`config.mk`:
```
export PLATFORM = sky130hd
export DESIGN_NAME = result_uart_tx
export DESIGN_NICKNAME = d
export VERILOG_FILES = /design/src/rtl/result_uart_tx.sv
export SDC_FILE = /design/constraint.sdc
export NUM_CORES = 1
export LEC_CHECK = 0
export ABC_AREA = 1
export CAP_MARGIN = 20
export CORE_MARGIN = 5
export CORE_UTILIZATION = 63
export CTS_BUF_LIST = sky130_fd_sc_hd__clkbuf_16
export CTS_CLUSTER_SIZE = 14
export DETAILED_ROUTE_END_ITERATION = 7
export MAX_ROUTING_LAYER = met4
export PLACE_DENSITY = 0.83
export SLEW_MARGIN = 20
export SYNTH_ARGS = -nofsm -noshare
export SYNTH_HDL_FRONTEND = slang
export SYNTH_SLANG_ARGS = --single-unit
export TNS_END_PERCENT = 1
```
`constraint.sdc`:
```
create_clock -name clock -period 3.6 [get_ports clock]
set_clock_uncertainty 0.1 [all_clocks]
set_input_delay 0.72 -clock clock [delete_from_list [all_inputs] [get_ports clock]]
set_output_delay 0.72 -clock clock [all_outputs]
set_load 0.05 [all_outputs]
```
`src/rtl/result_uart_tx.sv`:
```
// result_uart_tx: sends a 3-byte ASCII result message over 8N1 UART for each result code
module result_uart_tx #(
  parameter int          CLKS_PER_BIT  = 434,
  parameter logic [7:0]  MATCH_CHAR    = 8'h59,
  parameter logic [7:0]  NOTMATCH_CHAR = 8'h4E
) (
  input  logic       clock,
  input  logic       reset,
  input  logic [1:0] UARTsend,
  output logic       UARTsendComplete,
  output logic       tx,
  output logic       busy
);
  localparam int CW = $clog2(CLKS_PER_BIT);
  typedef enum logic [1:0] {IDLE, SEND, DONE, WAIT_OFF} state_t;
  state_t state, state_n;
  logic [CW-1:0] cnt, cnt_n;
  logic [3:0] bit_idx, bit_n;
  logic [1:0] byte_idx, byte_n, code, code_n;
  logic tx_n, busy_n, done_n, trig, last_cnt;
  logic [7:0] data;
  logic [9:0] frame;
  assign trig = UARTsend == 2'd1 || UARTsend == 2'd2;
  assign last_cnt = cnt == CW'(CLKS_PER_BIT - 1);
  assign data = byte_idx == 2'd0 ? (code == 2'd1 ? MATCH_CHAR : NOTMATCH_CHAR) :
                byte_idx == 2'd1 ? 8'h0D : 8'h0A;
  assign frame = {1'b1, data, 1'b0};
  // State and datapath registers; every output comes straight from a flop
  always_ff @(posedge clock) begin
    if (reset) begin
      state <= IDLE;
      cnt <= '0;
      bit_idx <= '0;
      byte_idx <= '0;
      code <= 2'd0;
      tx <= 1'b1;
      busy <= 1'b0;
      UARTsendComplete <= 1'b0;
    end else begin
      state <= state_n;
      cnt <= cnt_n;
      bit_idx <= bit_n;
      byte_idx <= byte_n;
      code <= code_n;
      tx <= tx_n;
      busy <= busy_n;
      UARTsendComplete <= done_n;
    end
  end
  // Next-state logic: tx is precomputed for the bit that starts on the coming edge
  always_comb begin
    state_n = state;
    cnt_n = cnt;
    bit_n = bit_idx;
    byte_n = byte_idx;
    code_n = code;
    tx_n = tx;
    busy_n = busy;
    done_n = 1'b0;
    case (state)
      IDLE: if (trig) begin
        state_n = SEND;
        code_n = UARTsend;
        busy_n = 1'b1;
        tx_n = 1'b0;
        cnt_n = '0;
        bit_n = '0;
        byte_n = '0;
      end
      SEND: if (!last_cnt) cnt_n = cnt + 1'b1;
      else begin
        cnt_n = '0;
        if (bit_idx != 4'd9) begin
          bit_n = bit_idx + 4'd1;
          tx_n = frame[bit_idx + 4'd1];
        end else if (byte_idx != 2'd2) begin
          byte_n = byte_idx + 2'd1;
          bit_n = '0;
          tx_n = 1'b0;
        end else begin
          state_n = DONE;
          tx_n = 1'b1;
          done_n = 1'b1;
        end
      end
      DONE: begin
        state_n = WAIT_OFF;
        busy_n = 1'b0;
      end
      WAIT_OFF: if (!trig) state_n = IDLE;
      default: state_n = IDLE;
    endcase
  end
endmodule

```
==> metrics.txt <==
EDFF count, synth 0; Least-Margin Pin Slew 0.575 ns; die footprint roughly 3300 sq um; status finished clean; CP Capture Type output pin; CP top delay family buffers and inverters; die width about 58 um; number of diodes 0; min cycle time layout about 2.2 ns; initial antenna violation count 0; Max IR drop VDD between 0.4 and 0.5 mV; RSZ-0062 raised after global routing false; DR DRC count 0; Setup Buffers After CTS 0; Synthesis Warnings 0; # IOs 7; H-tree depth 1; Setup CP Type reg2out; Yosys cell types 26; total clock sinks 22; largest net degree at the start of global routing 17; P&R area growth vs syn 10.8%; Initial Util between 60% and 70%; layout cell share with drive strength beyond 1 between 10% and 20%; HPWL after DPL 2.25 mm; Hold Fails Final Rpt 0; initial DRC count 30; routed vias between 1000 and 1500; number of global-route vias before repair roughly 1300; grt ovf 0; ys flop type dfxtp_1; post-cts sizing count 0; Setup Viol. Count Final 0; Pwr per Cell Area about 600 nW/um^2; CTS tree done; fmax approximately 450 MHz; Seq/Total Area, Yosys a little under a third; first-pass GRT wire length between 5 and 6 mm; hold slack between 0.3 and 0.4 ns; Hold Crit Class reg2reg; Cell Area, Synth between 1000 and 1500 sq um; Bufs and invs on worst path 1; per-cell routed wire length about 12 um; I/O Buffers 6; Worst-Skew Late Latency 0.25 ns; Avg Inst Size Synth approximately 7.2 sq um; Layout Nets 224; CP max stage cell clkdlybuf4s50_1; dpl ws approximately 1.2 ns; Final Cycle Share roughly three fifths; final worst setup slack 1.38 ns; Max-Cap Viols 0; Die Ht 57.8 um; hold buffers post-CTS 0; Setup TNS Final 0 ns; critical path cell sequence clkdlybuf4s50_1; async set-reset flop share out of synthesis 0%; Power Total approximately 940 uW; final core occ 72.9%; Longest Clk Path Bufs 2; Leak 0.709 nW; root buffer cell clkbuf_16; WL final ~2.9 mm; row cnt 17; #FFs+latches synth 22; vias per cell around 5.5; post-synthesis net count between 200 and 250; post-route ant nets 0; First-pass DRT Iterations 4; crit-path max cell delay slightly above 0.8 ns; cell count after synthesis between 150 and 200; Clock Pin Slew Worst Setup and Hold Paths roughly 0.060 ns; Worst slew margin ~62%; routability cong. between 0.8 and 0.9; total CTS buffers 3; core area between 2000 and 2500 sq um; CP max FO 2; commonest non-fill, non-tap cell in the layout nand2_1; Slew Viols, Final 0; commonest non-fill, non-tap cells in the layout nand2_1, inv_1, dfxtp_1; crit path DAT roughly 1.4 ns; startpoint types flop; Total GRT Usage about a fifth; worst endpoint required time about 2.8 ns
## registers in the layout (all words and copies together) (netlist names)
| signal | flops |
|---|---|
| cnt | 9 |
| code | 2 |
| state | 2 |
| UARTsendComplete | 1 |
| tx | 1 |
| bit_idx | 4 |
| busy | 1 |
| byte_idx | 2 |
## stage by stage
stage / instances / cell area, sq um
floorplan: 199 / 1440
global placement: 230 / 1520
detailed placement: 230 / 1520
CTS: 233 / 1600
global route: 233 / 1600
finish: 233 / 1600
## layout make-up
cell class / instances / area [sq um]
inverters: 31 / 116
flip-flops and latches: 22 / 440
repair buffers: 6 / 60.1
multi-input cells: 143 / 870
well taps: 28 / 35.0
fillers: 164 / 594
clock buffers: 3 / 75.1
## power breakdown
group | internal [mW] | switching (mW) | leakage, nW
clock network | 0.147 | 0.0818 | 0.0370
logic | 0.137 | 0.280 | 0.494
registers | 0.273 | 0.0254 | 0.179
## Yosys cell counts (3+ instances only)
cell | n | area, sq um
ha_1 | 13 | 163
nand2_4 | 4 | 45.0
o21ai_0 | 6 | 30.0
nand3_1 | 11 | 55.1
a21oi_1 | 16 | 80.1
inv_1 | 28 | 105
inv_2 | 3 | 11.3
nor2_1 | 16 | 60.1
nand2_2 | 3 | 18.8
nand2_1 | 47 | 176
nor2_8 | 3 | 60.1
xor2_1 | 4 | 35.0
dfxtp_1 | 22 | 440
nand4_1 | 5 | 31.3
## per-layer routing
metal	vias up	routed length (um)	GRT usage, %
li1	639	-	-
met1	584	1240	20.8
met2	40	1450	33.4
met3	11	119	3.56
met4	0	99	13.6
met5	-	0	-
## worst paths after layout
path                  from          end  slack, ns  depth (start not counted)
setup / recovery      busy         busy       1.38                          1
hold / removal     code[0]      code[0]       0.36                          2
setup reg to reg  state[1]  byte_idx[0]       1.68                          9
hold reg to reg    code[0]      code[0]       0.36                          2
## logic make-up after synthesis
group / synth area share [%]
buffers and inverters: 9.11
DFF: 30.6
adders and majority gates: 11.3
xor gates and xnor gates: 2.43
AOI/OAI and AO/OA: 9.64
and+or+nand+nor: 37.0
(Power assumes the default switching activity.)
==> RTL change 1, RTL diff (same settings) <==
Remove the register `UARTsendComplete`: a continuous assignment takes its place, so the output `UARTsendComplete` follows one clock earlier.
--- a/src/rtl/result_uart_tx.sv
+++ b/src/rtl/result_uart_tx.sv
@@ -35,7 +35,6 @@
       code <= 2'd0;
       tx <= 1'b1;
       busy <= 1'b0;
-      UARTsendComplete <= 1'b0;
     end else begin
       state <= state_n;
       cnt <= cnt_n;
@@ -44,9 +43,10 @@
       code <= code_n;
       tx <= tx_n;
       busy <= busy_n;
-      UARTsendComplete <= done_n;
     end
   end
+
+  assign UARTsendComplete = done_n;
   // Next-state logic: tx is precomputed for the bit that starts on the coming edge
   always_comb begin
     state_n = state;
Behaviour: same outputs for any inputs over 10 cycles, from zero or initial values and one cycle with reset high; that may be too few to reach the edited logic, so the function may still have changed.
==> RTL change 1 against the original RTL <==
  * Sequential cell count down 1
  * Worst hold slack better by 11 ps
  * Maximum frequency down 31%
  * Via count down 5.8%
  * Power up 18%
  * Setup slack worse by 1000 ps
  * Synthesized area up 1.5%
  * Clock power up 2%
  * Final area up 0.94%
  * Routed wire length down 0.72%
  * Combinational power up 31%
  * Sequential power up 12%
  * Core utilization about the same
==> RTL change 1: results <==
[run_status]
status = complete, no violations

[clock_tree]
h-tree-depth = 1
clk_latency_ps = 250
numCtsBuffers = 3
cts_buffer_depth = 2
clk_pin_slew_ps = 50
post_cts_buffers = 0
cts_resized = 0
clockRootBuffer = clkbuf_16

[setup_path]
r2r_cells = 9
r2r_setup_slack_ps = 1360
cp_max_fo = 7
startpoint = bit_idx[0]
r2r_start = state[1]
worstPathArrival_ps = 2410
r2r_end = cnt[4]

[logic_synthesis]
yosysWarnings = 0
synth.avg_cell_area_um2 = 7.62
yosysUniqueCellTypes = 35
synth.area.top_cells = dfxtp_1 (29%), ha_1 (11%), nand2_1 (10%)
syn-num-nets = 209
ys_seq_area_frac = 0.287
yosys-top-cells-count = nand2_1 (40), inv_1 (24), dfxtp_1 (21)
async_flop_share = 0

[route]
via_per_inst = 5.29
drtPass1Iterations = 4
via_count = 1200
drtIter0Drc = 49
avgRoutedWirePerCell_um = 12.7

[hold_path]
min_from = code[0]
hold_depth = 2
hp-class = reg2reg
holdPathEnd = code[0]

[place]
place_ws_ps = 678
dp.cells = 223
placed_area_um2 = 1530
place_congestion = 0.856
dpl.hpwl_um = 2180
io_buffers = 6

[grt]
grt_pass1_wl_um = 5140
grt_max_degree = 13
antenna_found_initial = 0
grt_usage = 0.203

[sta]
holdWs_ps = 374
maxSlewHeadroom = 0.610
setup_ws_ps = 375

[cells_and_area]
antennaDiodeCount = 0
drive_gt1_frac = 0.161
reg_top3 = cnt x9, bit_idx x4

[power]
vdd_ir_drop_max_v = 0.000488
p_leak_uw = 0.000731
==> RTL change 1: cell type report <==
class | count | area [um2]
Tap cell | 28 | 35.0
Clock buffer | 3 | 75.1
Clock inverter | 1 | 5.00
Multi-Input combinational cell | 143 | 922
Inverter | 25 | 93.8
Sequential cell | 21 | 420
Timing Repair Buffer | 6 | 60.1
Fill cell | 178 | 601
==> RTL change 1: metrics by stage <==
step           total power (uW)   util
2_1_floorplan               775      -
3_3_place_gp                846  0.692
3_5_place_dp                876  0.692
4_1_cts                    1120  0.729
5_1_grt                    1210  0.729
6_report                   1110  0.729
==> RTL change 1: power by group <==
part	internal (uW)	switching, uW	leakage [uW]
sequential	287	48.2	0.000172
combinational	198	349	0.000519
clock	149	83.5	0.0000409
==> RTL change 1: kinds of logic after synthesis <==
family / Yosys count / share of synthesized area
adders and majority gates: 13 / 0.111
buffers and inverters: 28 / 0.0821
and+or+nand+nor: 96 / 0.371
DFF: 21 / 0.287
xor gates and xnor gates: 4 / 0.0291
AOI/OAI and AO/OA: 30 / 0.119
==> RTL change 1: worst max path at each step <==
| stage | end |
|---|---|
| after floorplan | UARTsendComplete |
| after global placement | UARTsendComplete |
| after detailed placement | UARTsendComplete |
| after CTS | UARTsendComplete |
| after global routing | UARTsendComplete |
| final | UARTsendComplete |
==> RTL change 1: critical path, cell delays in order (launching register included) <==
cell             delay (ps)
dfxtp_1                 450
ha_1                    190
nand2_1                  60
nor2_2                  180
nand3_1                 180
nor4_1                  240
clkdlybuf4s50_1         860
==> RTL change 1: per-layer routing <==
layer,vias up,GRT usage,routed length [um]
met5,-,-,0
met4,0,0.103,55
met3,6,0.0401,106
met2,27,0.342,1420
met1,531,0.226,1310
li1,636,-,-
==> RTL change 2, RTL diff (same flow settings) <==
Without the edit above. The parameter `MATCH_CHAR` goes from 8'h59 to 8'h40.
--- a/src/rtl/result_uart_tx.sv
+++ b/src/rtl/result_uart_tx.sv
@@ -1,7 +1,7 @@
 // result_uart_tx: sends a 3-byte ASCII result message over 8N1 UART for each result code
 module result_uart_tx #(
   parameter int          CLKS_PER_BIT  = 434,
-  parameter logic [7:0]  MATCH_CHAR    = 8'h59,
+  parameter logic [7:0]  MATCH_CHAR    = 8'h40,
   parameter logic [7:0]  NOTMATCH_CHAR = 8'h4E
 ) (
   input  logic       clock,
Function: same outputs for any inputs over 10 cycles, from zero or initial values and one cycle with reset high; that may be too few to reach the edited logic, so the function may still have changed.
==> RTL change 2 against the original RTL <==
  * Power rose by 8.5%
  * Routed wire length fell by 5.5%
  * Synthesized area fell by 0.35%
  * Non-clock buffer count did not move
  * Global-route usage fell by 0.26 points
  * Sequential cell count did not move
  * Final area rose by 0.31%
  * Setup slack got worse by 14 ps
  * Largest cell class unchanged
  * Highest routed layer unchanged
==> RTL change 2: results <==
[setup_path]
worstPathArrival_ps = 1420
slowest_stage = clkdlybuf4s50_1
max_stage_delay_ps = 810
crit_family = buffers and inverters
cp_max_fo = 2

[route]
avgRoutedWirePerCell_um = 11.6
drtIter0Drc = 32
drtPass1Iterations = 5
routed_wl_um = 2750
via_per_inst = 5.30

[grt]
grt_usage = 0.195
grt_pass1_wl_um = 5040
antenna_found_initial = 0
grt_pass1_vias = 1250
grt_max_degree = 13

[clock_tree]
h-tree-depth = 1
clk_latency_ps = 250
clockRootBuffer = clkbuf_16
post_cts_buffers = 0
cts_resized = 0
cts_buffer_depth = 2
numCtsBuffers = 3
clk_pin_slew_ps = 60

[logic_synthesis]
synth-xor-area-share = 0.0122
yosysUniqueCellTypes = 31
synth.area.top_cells = dfxtp_1 (31%), nand2_1 (13%), ha_1 (11%)
synth.avg_cell_area_um2 = 7.15
syn-num-nets = 218
synth-compound-area-share = 0.102
yosys-mux-area-fraction = 0
synthAdderAreaFrac = 0.113
yosys-top-cells-count = nand2_1 (48), inv_1 (27), dfxtp_1 (22), nor2_1 (22)
ys.flop_type = dfxtp_1
yosysWarnings = 0
ys_seq_area_frac = 0.307
async_flop_share = 0

[sta]
maxSlewHeadroom = 0.669

[place]
place_congestion = 0.801
dp.cells = 233
dpl.hpwl_um = 2130
io_buffers = 6

[power]
switchingPower_uw = 433
vdd_ir_drop_max_v = 0.000440
p_leak_uw = 0.000686

[cells_and_area]
antennaDiodeCount = 0
drive_gt1_frac = 0.129
reg_top3 = cnt x9, bit_idx x4

[run_status]
status = complete, no violations

[hold_path]
hp-class = reg2reg
[RTL change 2: cell count changes in the layout (fill, tap and decap cells not counted), sizes merged, moves of 2 or more]
cell,before,now
nand3,11,14
nand4,5,3
o21bai,0,2
nor2,23,28
nand2,54,56
xor2,4,1
a21oi,16,13
[RTL change 2: power by group through the flow]
stage	Combinational, uW	Clock [uW]	Sequential [uW]
4_1_cts	476	240	315
6_report	476	233	315
5_1_grt	535	253	321
3_3_place_gp	461	0	316
3_5_place_dp	472	0	319
2_1_floorplan	359	0	339
[RTL change 2: kinds of logic after synthesis]
logic type | after synthesis
simple gates | 107
compound gates | 25
fa+ha+maj | 13
xor+xnor | 2
flops | 22
buf+inv | 32
[RTL change 2: area by class of cell]
type | instances | area (um2)
inverters | 30 | 115
well taps | 28 | 35.0
repair buffers | 6 | 60.1
multi-input cells | 147 | 872
fillers | 177 | 589
flip-flops and latches | 22 | 440
clock buffers | 3 | 75.1
clock inverters | 1 | 3.75
[RTL change 2: metrics by stage]
stage,area [um2],hold slack [ps],setup WS (ps)
detailed placement,1520,363,1320
finish,1600,368,1360
global placement,1520,363,1390
floorplan,1440,340,1960
CTS,1600,373,1350
global route,1600,388,1320
[RTL change 2: metal layers]
layer / wire, um / global-route usage / up-vias / share of wire
met5: 0 / - / - / 0
met4: 70 / 0.103 / 0 / 0.025
met3: 105 / 0.0334 / 9 / 0.038
met2: 1360 / 0.342 / 30 / 0.49
met1: 1220 / 0.209 / 567 / 0.44
li1: - / - / 651 / -
[RTL change 2: final timing paths]
path	from	to	slack [ps]	depth (start not counted)
worst max register to register	state[1]	cnt[7]	1830	10
worst min-delay path	code[0]	code[0]	370	2
worst max-delay path	tx	tx	1360	1
worst min register to register	code[0]	code[0]	370	2
